[src/rtl/multi_slave_seq_pkg.sv]
// rtl/multi_slave_seq_pkg.sv - state codes and mask helper for the multi-slave sequencer
package multi_slave_seq_pkg;

  localparam int SEQ_STATE_W    = 3;
  localparam int SEQ_MAX_SLAVES = 16;

  localparam logic [SEQ_STATE_W-1:0] SEQ_IDLE     = 3'd0;
  localparam logic [SEQ_STATE_W-1:0] SEQ_LAUNCH   = 3'd1;
  localparam logic [SEQ_STATE_W-1:0] SEQ_WAIT     = 3'd2;
  localparam logic [SEQ_STATE_W-1:0] SEQ_RETRY    = 3'd3;
  localparam logic [SEQ_STATE_W-1:0] SEQ_COMPLETE = 3'd4;
  localparam logic [SEQ_STATE_W-1:0] SEQ_ERROR    = 3'd5;

  // Two's-complement trick isolates the lowest set bit as a one-hot mask.
  function automatic logic [SEQ_MAX_SLAVES-1:0] lowest_set(input logic [SEQ_MAX_SLAVES-1:0] mask);
    return mask & (~mask + 16'd1);
  endfunction

endpackage

[src/rtl/seq_timeout_timer.sv]
// rtl/seq_timeout_timer.sv - saturating per-launch wait counter with expiry flag
module seq_timeout_timer #(
  parameter int TIMEOUT_CYCLES = 50000000
) (
  input  logic clk,
  input  logic rst,
  input  logic clr,
  input  logic en,
  output logic expired
);

  localparam int CW = $clog2(TIMEOUT_CYCLES + 1);
  localparam logic [CW-1:0] LAST = CW'(TIMEOUT_CYCLES - 1);
  localparam logic [CW-1:0] SAT  = CW'(TIMEOUT_CYCLES);

  logic [CW-1:0] cnt_q, cnt_d;

  always_comb begin
    cnt_d = cnt_q;
    if (clr) begin
      cnt_d = '0;
    end else if (en && (cnt_q != SAT)) begin
      cnt_d = cnt_q + CW'(1);
    end
  end

  always_ff @(posedge clk or posedge rst) begin
    if (rst) begin
      cnt_q <= '0;
    end else begin
      cnt_q <= cnt_d;
    end
  end

  assign expired = (cnt_q == LAST);

endmodule

[src/rtl/multi_slave_sequencer.sv]
// rtl/multi_slave_sequencer.sv - master FSM launching and supervising NUM_SLAVES slave FSMs
module multi_slave_sequencer
  import multi_slave_seq_pkg::*;
#(
  parameter int NUM_SLAVES     = 4,
  parameter int TIMEOUT_CYCLES = 50000000,
  parameter int MAX_RETRY      = 2,
  parameter int PARALLEL       = 0
) (
  input  logic                   clk,
  input  logic                   rst,
  input  logic                   start,
  input  logic [NUM_SLAVES-1:0]  chan_en,
  output logic [NUM_SLAVES-1:0]  slv_start,
  input  logic [NUM_SLAVES-1:0]  slv_busy,
  input  logic [NUM_SLAVES-1:0]  slv_done,
  output logic [SEQ_STATE_W-1:0] state,
  output logic                   busy,
  output logic                   done,
  output logic                   error,
  output logic [NUM_SLAVES-1:0]  err_mask
);

  localparam int RW = (MAX_RETRY < 1) ? 1 : $clog2(MAX_RETRY + 1);
  localparam logic [RW-1:0] RETRY_LIM = RW'(MAX_RETRY);

  logic [SEQ_STATE_W-1:0] state_q, state_d;
  logic [NUM_SLAVES-1:0]  pending_q, pending_d;
  logic [NUM_SLAVES-1:0]  outstanding_q, outstanding_d;
  logic [NUM_SLAVES-1:0]  slv_start_q, slv_start_d;
  logic [NUM_SLAVES-1:0]  err_mask_q, err_mask_d;
  logic [RW-1:0]          retry_q, retry_d;
  logic                   busy_q, busy_d;
  logic                   error_q, error_d;
  logic                   done_q;

  logic [NUM_SLAVES-1:0]  group, completing, next_out, next_pend;
  logic                   timer_clr, timer_en, expired;

  // A retry relaunches from pending, which still holds exactly the unfinished channels of the group.
  assign group      = (PARALLEL != 0) ? pending_q
                                      : NUM_SLAVES'(lowest_set(SEQ_MAX_SLAVES'(pending_q)));
  assign completing = outstanding_q & slv_done & ~slv_busy;
  assign next_out   = outstanding_q & ~completing;
  assign next_pend  = pending_q & ~completing;
  assign timer_clr  = (state_q == SEQ_LAUNCH);
  assign timer_en   = (state_q == SEQ_WAIT);

  seq_timeout_timer #(.TIMEOUT_CYCLES(TIMEOUT_CYCLES)) u_timer (
    .clk     (clk),
    .rst     (rst),
    .clr     (timer_clr),
    .en      (timer_en),
    .expired (expired)
  );

  always_comb begin
    state_d       = state_q;
    pending_d     = pending_q;
    outstanding_d = outstanding_q;
    slv_start_d   = '0;
    retry_d       = retry_q;
    busy_d        = busy_q;
    error_d       = error_q;
    err_mask_d    = err_mask_q;
    case (state_q)
      SEQ_IDLE: begin
        if (start) begin
          error_d    = 1'b0;
          err_mask_d = '0;
          if (chan_en != '0) begin
            pending_d = chan_en;
            busy_d    = 1'b1;
            retry_d   = '0;
            state_d   = SEQ_LAUNCH;
          end else begin
            state_d = SEQ_COMPLETE;
          end
        end
      end
      SEQ_LAUNCH: begin
        slv_start_d   = group;
        outstanding_d = group;
        state_d       = SEQ_WAIT;
      end
      SEQ_WAIT: begin
        outstanding_d = next_out;
        pending_d     = next_pend;
        // Completion beats a simultaneous timeout, so only next_out can time out.
        if (next_out == '0) begin
          if (next_pend != '0) begin
            retry_d = '0;
            state_d = SEQ_LAUNCH;
          end else begin
            state_d = SEQ_COMPLETE;
          end
        end else if (expired) begin
          if (retry_q < RETRY_LIM) begin
            retry_d = retry_q + RW'(1);
            state_d = SEQ_RETRY;
          end else begin
            err_mask_d = next_out;
            state_d    = SEQ_ERROR;
          end
        end
      end
      SEQ_RETRY: state_d = SEQ_LAUNCH;
      SEQ_COMPLETE: begin
        busy_d  = 1'b0;
        state_d = SEQ_IDLE;
      end
      SEQ_ERROR: begin
        error_d = 1'b1;
        busy_d  = 1'b0;
        state_d = SEQ_IDLE;
      end
      default: state_d = SEQ_ERROR;
    endcase
  end

  always_ff @(posedge clk or posedge rst) begin
    if (rst) begin
      state_q       <= SEQ_IDLE;
      pending_q     <= '0;
      outstanding_q <= '0;
      slv_start_q   <= '0;
      retry_q       <= '0;
      busy_q        <= 1'b0;
      error_q       <= 1'b0;
      err_mask_q    <= '0;
      done_q        <= 1'b0;
    end else begin
      state_q       <= state_d;
      pending_q     <= pending_d;
      outstanding_q <= outstanding_d;
      slv_start_q   <= slv_start_d;
      retry_q       <= retry_d;
      busy_q        <= busy_d;
      error_q       <= error_d;
      err_mask_q    <= err_mask_d;
      done_q        <= (state_d == SEQ_COMPLETE);
    end
  end

  assign state     = state_q;
  assign slv_start = slv_start_q;
  assign busy      = busy_q;
  assign done      = done_q;
  assign error     = error_q;
  assign err_mask  = err_mask_q;

endmodule
[config.mk]
export PLATFORM = sky130hd
export DESIGN_NAME = multi_slave_sequencer
export DESIGN_NICKNAME = d
export VERILOG_FILES = /design/src/rtl/multi_slave_seq_pkg.sv /design/src/rtl/seq_timeout_timer.sv /design/src/rtl/multi_slave_sequencer.sv
export SDC_FILE = /design/constraint.sdc
export NUM_CORES = 1
export LEC_CHECK = 0
export CAP_MARGIN = 20
export CORE_UTILIZATION = 55
export CTS_BUF_LIST = sky130_fd_sc_hd__clkbuf_16
export DETAILED_ROUTE_END_ITERATION = 8
export PLACE_DENSITY = 0.79
export SETUP_SLACK_MARGIN = 0.02
export SYNTH_ARGS = -nofsm -noshare
export SYNTH_HDL_FRONTEND = slang
export SYNTH_SLANG_ARGS = --single-unit
[constraint.sdc]
create_clock -name clk -period 2.26 [get_ports clk]
set_input_delay 0.339 -clock clk [delete_from_list [all_inputs] [get_ports clk]]
set_output_delay 0.339 -clock clk [all_outputs]
set_load 0.01 [all_outputs]
# == After elaboration in Yosys (flattened, before gate mapping) ==
# Index checks and enable logic that the tools add are counted.
# classes
addsub,3
magnitude_cmp,1
n_eq_ne,16
muxes,31
n_bitwise,8
n_reduce_logical,16
# op_table
cell,n
2-to-1 mux 26 bit,2
2-to-1 mux 4 bit,7
adder 26 x 1 -> 26 bit (second input constant),1
== test 26 bit (second input constant),1
inequality test 26 bit (second input constant),1
case mux 4 bit (2 select lines),3
AND 4 bit,5
2-to-1 mux 3 bit,6
case mux 3 bit (5 select lines),1
2-to-1 mux 2 bit,6
NOT 4 bit,3
inequality test 2 bit (second input constant),5
nonzero test 2 bit,5
== test 3 bit (second input constant),3
inequality test 3 bit (second input constant),3
nonzero test 4 bit,2
== test 3 x 2 -> 1 bit (second input constant),2
AND reduction 3 bit,2
AND reduction 6 bit,1
AND reduction 5 bit,1
adder 4 x 1 -> 4 bit (second input constant),1
logical NOT 4 bit,1
case mux 1 bit (2 select lines),2
case mux 2 bit (2 select lines),1
other kinds (8),10
# word_totals
regBits,50
in_bits,15
output_inout_bits,14
wordCells,85

# == Logic depth before layout (Yosys ltp) ==
# depth
ltp_word,9
depth_mapped,7
mapped_depth_nobuf,7

# == Modules after synthesis ==
# Synthesis repeated with hierarchy kept, for this count alone.
# unflattened
cells_unflattened,278
area_unflattened_um2,2678.8
# by_module_without_submodules
mod,instances,cells_each,area_each_um2,seq_area_each_um2
seq_timeout_timer,1,152,1423.9,650.6
multi_slave_sequencer,1,126,1255.0,600.6

# == Least setup slack after synthesis ==
# OpenSTA, ideal clock, no wires.
# synth_path
path_type,reg2reg
from,register u_timer.cnt_q[1]
to,register retry_q[0]
setup_time_ps,87
arrival_ps,1778
required_time_ps,2173
setup_slack_ps,396
path_stages_with_launch,8
path_buffers,0
synth_period_minus_slack_ps,1864
cell_sequence,dfrtp_1 > ha_1 > nand2_1 > or3_4 > nor3_4 > nand2b_1 > or4b_1 > o211ai_1
# synth_via
elab_chain_cells,3
# synth_lines
element,line_no,text
from (decl),seq_timeout_timer.sv:16,"logic [CW-1:0] cnt_q, cnt_d;"
from (signal assigned),seq_timeout_timer.sv:31,cnt_q <= cnt_d;
== test 26 bit,seq_timeout_timer.sv:35,assign expired = (cnt_q == LAST);
inequality test 3 bit (no line),n/a,
AND reduction 6 bit (no line),n/a,
to (signal assigned),multi_slave_sequencer.sv:137,retry_q <= retry_d;
to (decl),multi_slave_sequencer.sv:32,"logic [RW-1:0] retry_q, retry_d;"
# No other way between the ends.
# A chain may end at the register's enable or synchronous reset.

# == Worst setup path after layout ==
# layout_path
from,register u_timer.cnt_q[16]
to,register err_mask_q[0] (netlist: err_mask[0])
# layout_via
elab_chain_cells,3
# layout_lines
element,line_no,text
== test 26 bit,seq_timeout_timer.sv:35,
inequality test 2 bit (no line),n/a,
AND reduction 5 bit (no line),n/a,
to (signal assigned),multi_slave_sequencer.sv:140,err_mask_q <= err_mask_d;
to (decl),multi_slave_sequencer.sv:31,"logic [NUM_SLAVES-1:0] err_mask_q, err_mask_d;"
# No other way between the ends.

==> results_tabular.tex <==
\begin{tabular}{lr}
\hline
Metric & Value \\
\hline
\multicolumn{2}{l}{\textbf{Outcome}} \\
\quad Status & finished, final reports clean \\
\multicolumn{2}{l}{\textbf{Worst hold path}} \\
\quad Hold Crit Class & primary input to asynchronous set/reset pin \\
\multicolumn{2}{l}{\textbf{Floorplan}} \\
\quad Die W & between 60 and 70 µm \\
\quad Cell row count & 24 \\
\quad Num ports & 29 \\
\quad Die outline area & between 4000 and 5000 µm² \\
\quad Core footprint & approximately 4400 µm² \\
\quad Effective utilization at floorplan & just under 60\% \\
\quad Floorplan die height & just under 70 µm \\
\multicolumn{2}{l}{\textbf{Worst setup path}} \\
\quad R2R depth & 7 \\
\quad Category of the worst setup path launch point & register \\
\quad Data arrival time of the critical path & between 2 and 2.5 ns \\
\quad Required time of the critical path & between 2 and 2.5 ns \\
\quad CP max FO & 5 \\
\quad Type of the setup path with the least slack & register to register \\
\quad Kind of capture point of the worst setup path & register \\
\quad Beginning of the worst register-to-register path & u\_timer.cnt\_q[16] \\
\quad Internal reg-to-reg setup slack & between 0.2 and 0.25 ns \\
\quad Start point of the critical path & u\_timer.cnt\_q[16] \\
\multicolumn{2}{l}{\textbf{Timing}} \\
\quad Tightest Pin Transition & 0.4727 ns \\
\quad Post-route setup TNS & 0 ns \\
\quad RSZ-0062 raised after global routing & false \\
\quad Final Hold Vio Count & 0 \\
\quad Pins Over Slew Limit & 0 \\
\quad Worst relative slew slack & about two thirds \\
\quad Final setup skew & $\sim$0.006 ns \\
\quad Final Critical Period & slightly above 2 ns \\
\quad Endpoints failing setup & 0 \\
\quad Portion of the clock cycle consumed by the worst path in the final layout & roughly nine tenths \\
\quad Maximum operating frequency & 0.4922 GHz \\
\multicolumn{2}{l}{\textbf{Logic synthesis}} \\
\quad Most numerous cell types in the synthesized netlist & sky130\_fd\_sc\_hd\_\_dfrtp\_1, sky130\_fd\_sc\_hd\_\_nor2\_1, sky130\_fd\_sc\_hd\_\_nand2\_1 \\
\quad Area of the mapped netlist & 2509 µm² \\
\quad Number of nets produced by synthesis & 270 \\
\quad Leading area contributor after synthesis & sky130\_fd\_sc\_hd\_\_dfrtp\_1 \\
\quad Post-synthesis cell count & roughly 250 \\
\quad Unique cell type count in the Yosys netlist & 43 \\
\quad Seq/Total Area, Yosys & about 50\% \\
\quad Yosys warning count & 0 \\
\quad Library cell with the highest instance count after synthesis & sky130\_fd\_sc\_hd\_\_dfrtp\_1 \\
\quad Number of register bits inferred by synthesis & 50 \\
\quad Number of synthesized flops with an enable pin & 0 \\
\quad Fraction of registers with async set or reset after synthesis & 100.0\% \\
\quad Average footprint of a synthesized cell & roughly 9.9 µm² \\
\quad Main flop type after synthesis & sky130\_fd\_sc\_hd\_\_dfrtp\_1 \\
\quad Area share of the largest cell type after synthesis & 49.88\% \\
\quad Synth area leaders & sky130\_fd\_sc\_hd\_\_dfrtp\_1, sky130\_fd\_sc\_hd\_\_xor2\_1, sky130\_fd\_sc\_hd\_\_nor2\_1 \\
\multicolumn{2}{l}{\textbf{Power}} \\
\quad Leakage component of the power & between 0.001 and 0.0015 µW \\
\quad Part of the power in registers & around two fifths \\
\quad Clock Power Share & 27.3\% \\
\quad Total power divided by cell area & 978.8 nW/µm² \\
\quad IR Drop Worst-Case VDD & between 600 and 700 µV \\
\quad Net switching component of the power & approximately 1000 µW \\
\quad Gate power share & between 30\% and 40\% \\
\quad Switch share & 33.79\% \\
\quad Int Power & about 2000 µW \\
\multicolumn{2}{l}{\textbf{CTS}} \\
\quad Worst-case clock buffer depth & 2 \\
\quad Sinks on the clock net & 50 \\
\quad CTS-repair resized insts & 0 \\
\quad TritonCTS clock tree & yes \\
\quad Clk\_lat worst skew & $\sim$0.29 ns \\
\quad Clock Root Buffer & sky130\_fd\_sc\_hd\_\_clkbuf\_16 \\
\quad Hold-fix buffer count after cts & 0 \\
\quad Register clock-pin slew on the reported worst setup and hold paths & $\sim$0.070 ns \\
\quad Number of clock buffers inserted by TritonCTS & 5 \\
\quad Clock H-tree levels & 2 \\
\quad Post CTS Setup Buffer Count & 0 \\
\multicolumn{2}{l}{\textbf{Routing}} \\
\quad DRT Pass-1 Iters & 4 \\
\quad Number of violations reported at the end of detailed-routing iteration 0 & 140 \\
\quad Post-DRT Antenna Nets & 0 \\
\quad Post-DR vias/cell & 5.714 \\
\quad Met2 Routed Length & around 2400 µm \\
\quad Total routed wire length on the met1 layer & about 2500 µm \\
\quad Uppermost signal routing layer after detailed routing & met4 \\
\quad Final wirelength & just over 5000 µm \\
\quad Sum of met3 wire segment lengths after detailed routing & 204 µm \\
\quad Routed wire length per instance & between 10 and 15 µm \\
\quad DRC violations left & 0 \\
\quad Detailed-route via count & approximately 2,000 \\
\multicolumn{2}{l}{\textbf{Final layout}} \\
\quad Final core utilization & a little under three quarters \\
\quad Total inserted antenna cells & 0 \\
\quad Layout cells sized above 1 & between 10\% and 20\% \\
\quad Filler Cell Count & about 340 \\
\quad Post-route non-filler standard cell count & roughly 350 \\
\quad Final \#Nets & 310 \\
\quad Relative area change from synthesis to final layout & 23.39\% \\
\multicolumn{2}{l}{\textbf{GRT}} \\
\quad Number of antenna violations at the first check in global routing & 0 \\
\quad Global routing usage summed across all routing layers & 23.22\% \\
\quad Maximum number of pins on one net before global-route repair & between 50 and 60 \\
\quad Vias in the first global route & between 1,500 and 2,000 \\
\quad Global-route wire length before repair & slightly below 9000 µm \\
\quad Residual overflow from global routing & 0 \\
\multicolumn{2}{l}{\textbf{Placement}} \\
\quad Count of buffers inserted at the top-level ports & 28 \\
\quad Post-DP HPWL & approximately 3700 µm \\
\quad Placer's final routability congestion estimate & approximately 0.82 \\
\quad Number of placed instances with taps included & 338 \\
\multicolumn{2}{l}{\textbf{Flow run}} \\
\quad Reported max-cap violation count & 0 \\
\hline
\end{tabular}
-- final cells by class --
class,count,area [µm²],area share [%]
multi-input combinational,187,1200,38.76
timing repair buffer,39,375.4,12.13
inverter,10,37.54,1.213
sequential,50,1251,40.42
clock inverter,3,41.29,1.334
tap,52,65.06,2.102
clock buffer,5,125.1,4.042
-- metrics by stage --
step                      hold WS, ns  power (µW)  area [µm²]  setup WS [ns]
after global placement         0.4849        2172        2929         0.1646
after floorplan                0.4558        1766        2509         0.3957
after CTS                      0.4269        3041        3095         0.1901
after detailed placement       0.4843        2207        2929        0.06039
final                          0.4058        3030        3095         0.2283
after global routing           0.4813        3209        3095        0.02855
-- flip-flops by register name (all words and copies together) (netlist names) --
register / flops
outstanding_q: 4
err_mask: 4
done: 1
retry_q: 2
slv_start: 4
state: 3
error: 1
u_timer.cnt_q: 26
pending_q: 4
busy: 1
-- cells by family (layout without fill, tap and decap cells) --
| family | count (synthesis) | count (layout) | synth area share, % |
|---|---|---|---|
| buffers and inverters | 16 | 57 | 2.494 |
| and+or+nand+nor | 123 | 123 | 27.78 |
| muxes | 2 | 2 | 0.7980 |
| adders and majority gates | 2 | 2 | 0.9973 |
| xor gates and xnor gates | 24 | 24 | 8.379 |
| DFF | 50 | 50 | 49.88 |
| AOI/OAI and AO/OA | 36 | 36 | 9.676 |
-- critical path: stages, from the launching register on --
cell,delay [ns]
sky130_fd_sc_hd__dfrtp_1,0.41
sky130_fd_sc_hd__nor4_1,0.43
sky130_fd_sc_hd__nand2_1,0.18
sky130_fd_sc_hd__nor3_4,0.25
sky130_fd_sc_hd__and4_1,0.23
sky130_fd_sc_hd__o21ai_0,0.10
sky130_fd_sc_hd__buf_4,0.18
sky130_fd_sc_hd__o2bb2ai_1,0.12
-- cell usage in the layout (no fill, tap or decap), types with 10 or more instances in the layout --
cell / Yosys / layout
sky130_fd_sc_hd__nor2_1: 34 / 34
sky130_fd_sc_hd__nand3_1: 15 / 15
sky130_fd_sc_hd__dfrtp_1: 50 / 50
sky130_fd_sc_hd__inv_1: 10 / 10
sky130_fd_sc_hd__nand2b_1: 10 / 10
sky130_fd_sc_hd__buf_4: 0 / 10
sky130_fd_sc_hd__xor2_1: 16 / 16
sky130_fd_sc_hd__clkdlybuf4s50_1: 0 / 28
sky130_fd_sc_hd__nand2_1: 17 / 17
-- routing by layer --
layer	up-vias	GRT usage, %
met5	-	0
met4	0	8.617
met3	9	5.669
met2	45	34.63
met1	954	33.01
li1	969	-
-- final timing paths --
kind                                endpoint
hold / removal             u_timer.cnt_q[21]
setup reg to reg                 err_mask[0]
setup / recovery                 err_mask[0]
hold reg to reg                  err_mask[1]
max in group asynchronous   u_timer.cnt_q[3]
min in group clk                 err_mask[1]
-- power groups by stage --
stage	clock, µW	combinational (µW)	sequential, µW
after global routing	878	1160	1170
after detailed placement	0	1040	1170
after CTS	840	1050	1150
after global placement	0	1010	1160
final	828	1050	1160
after floorplan	0	600	1170
No activity file was read; power rests on OpenSTA's default activity.
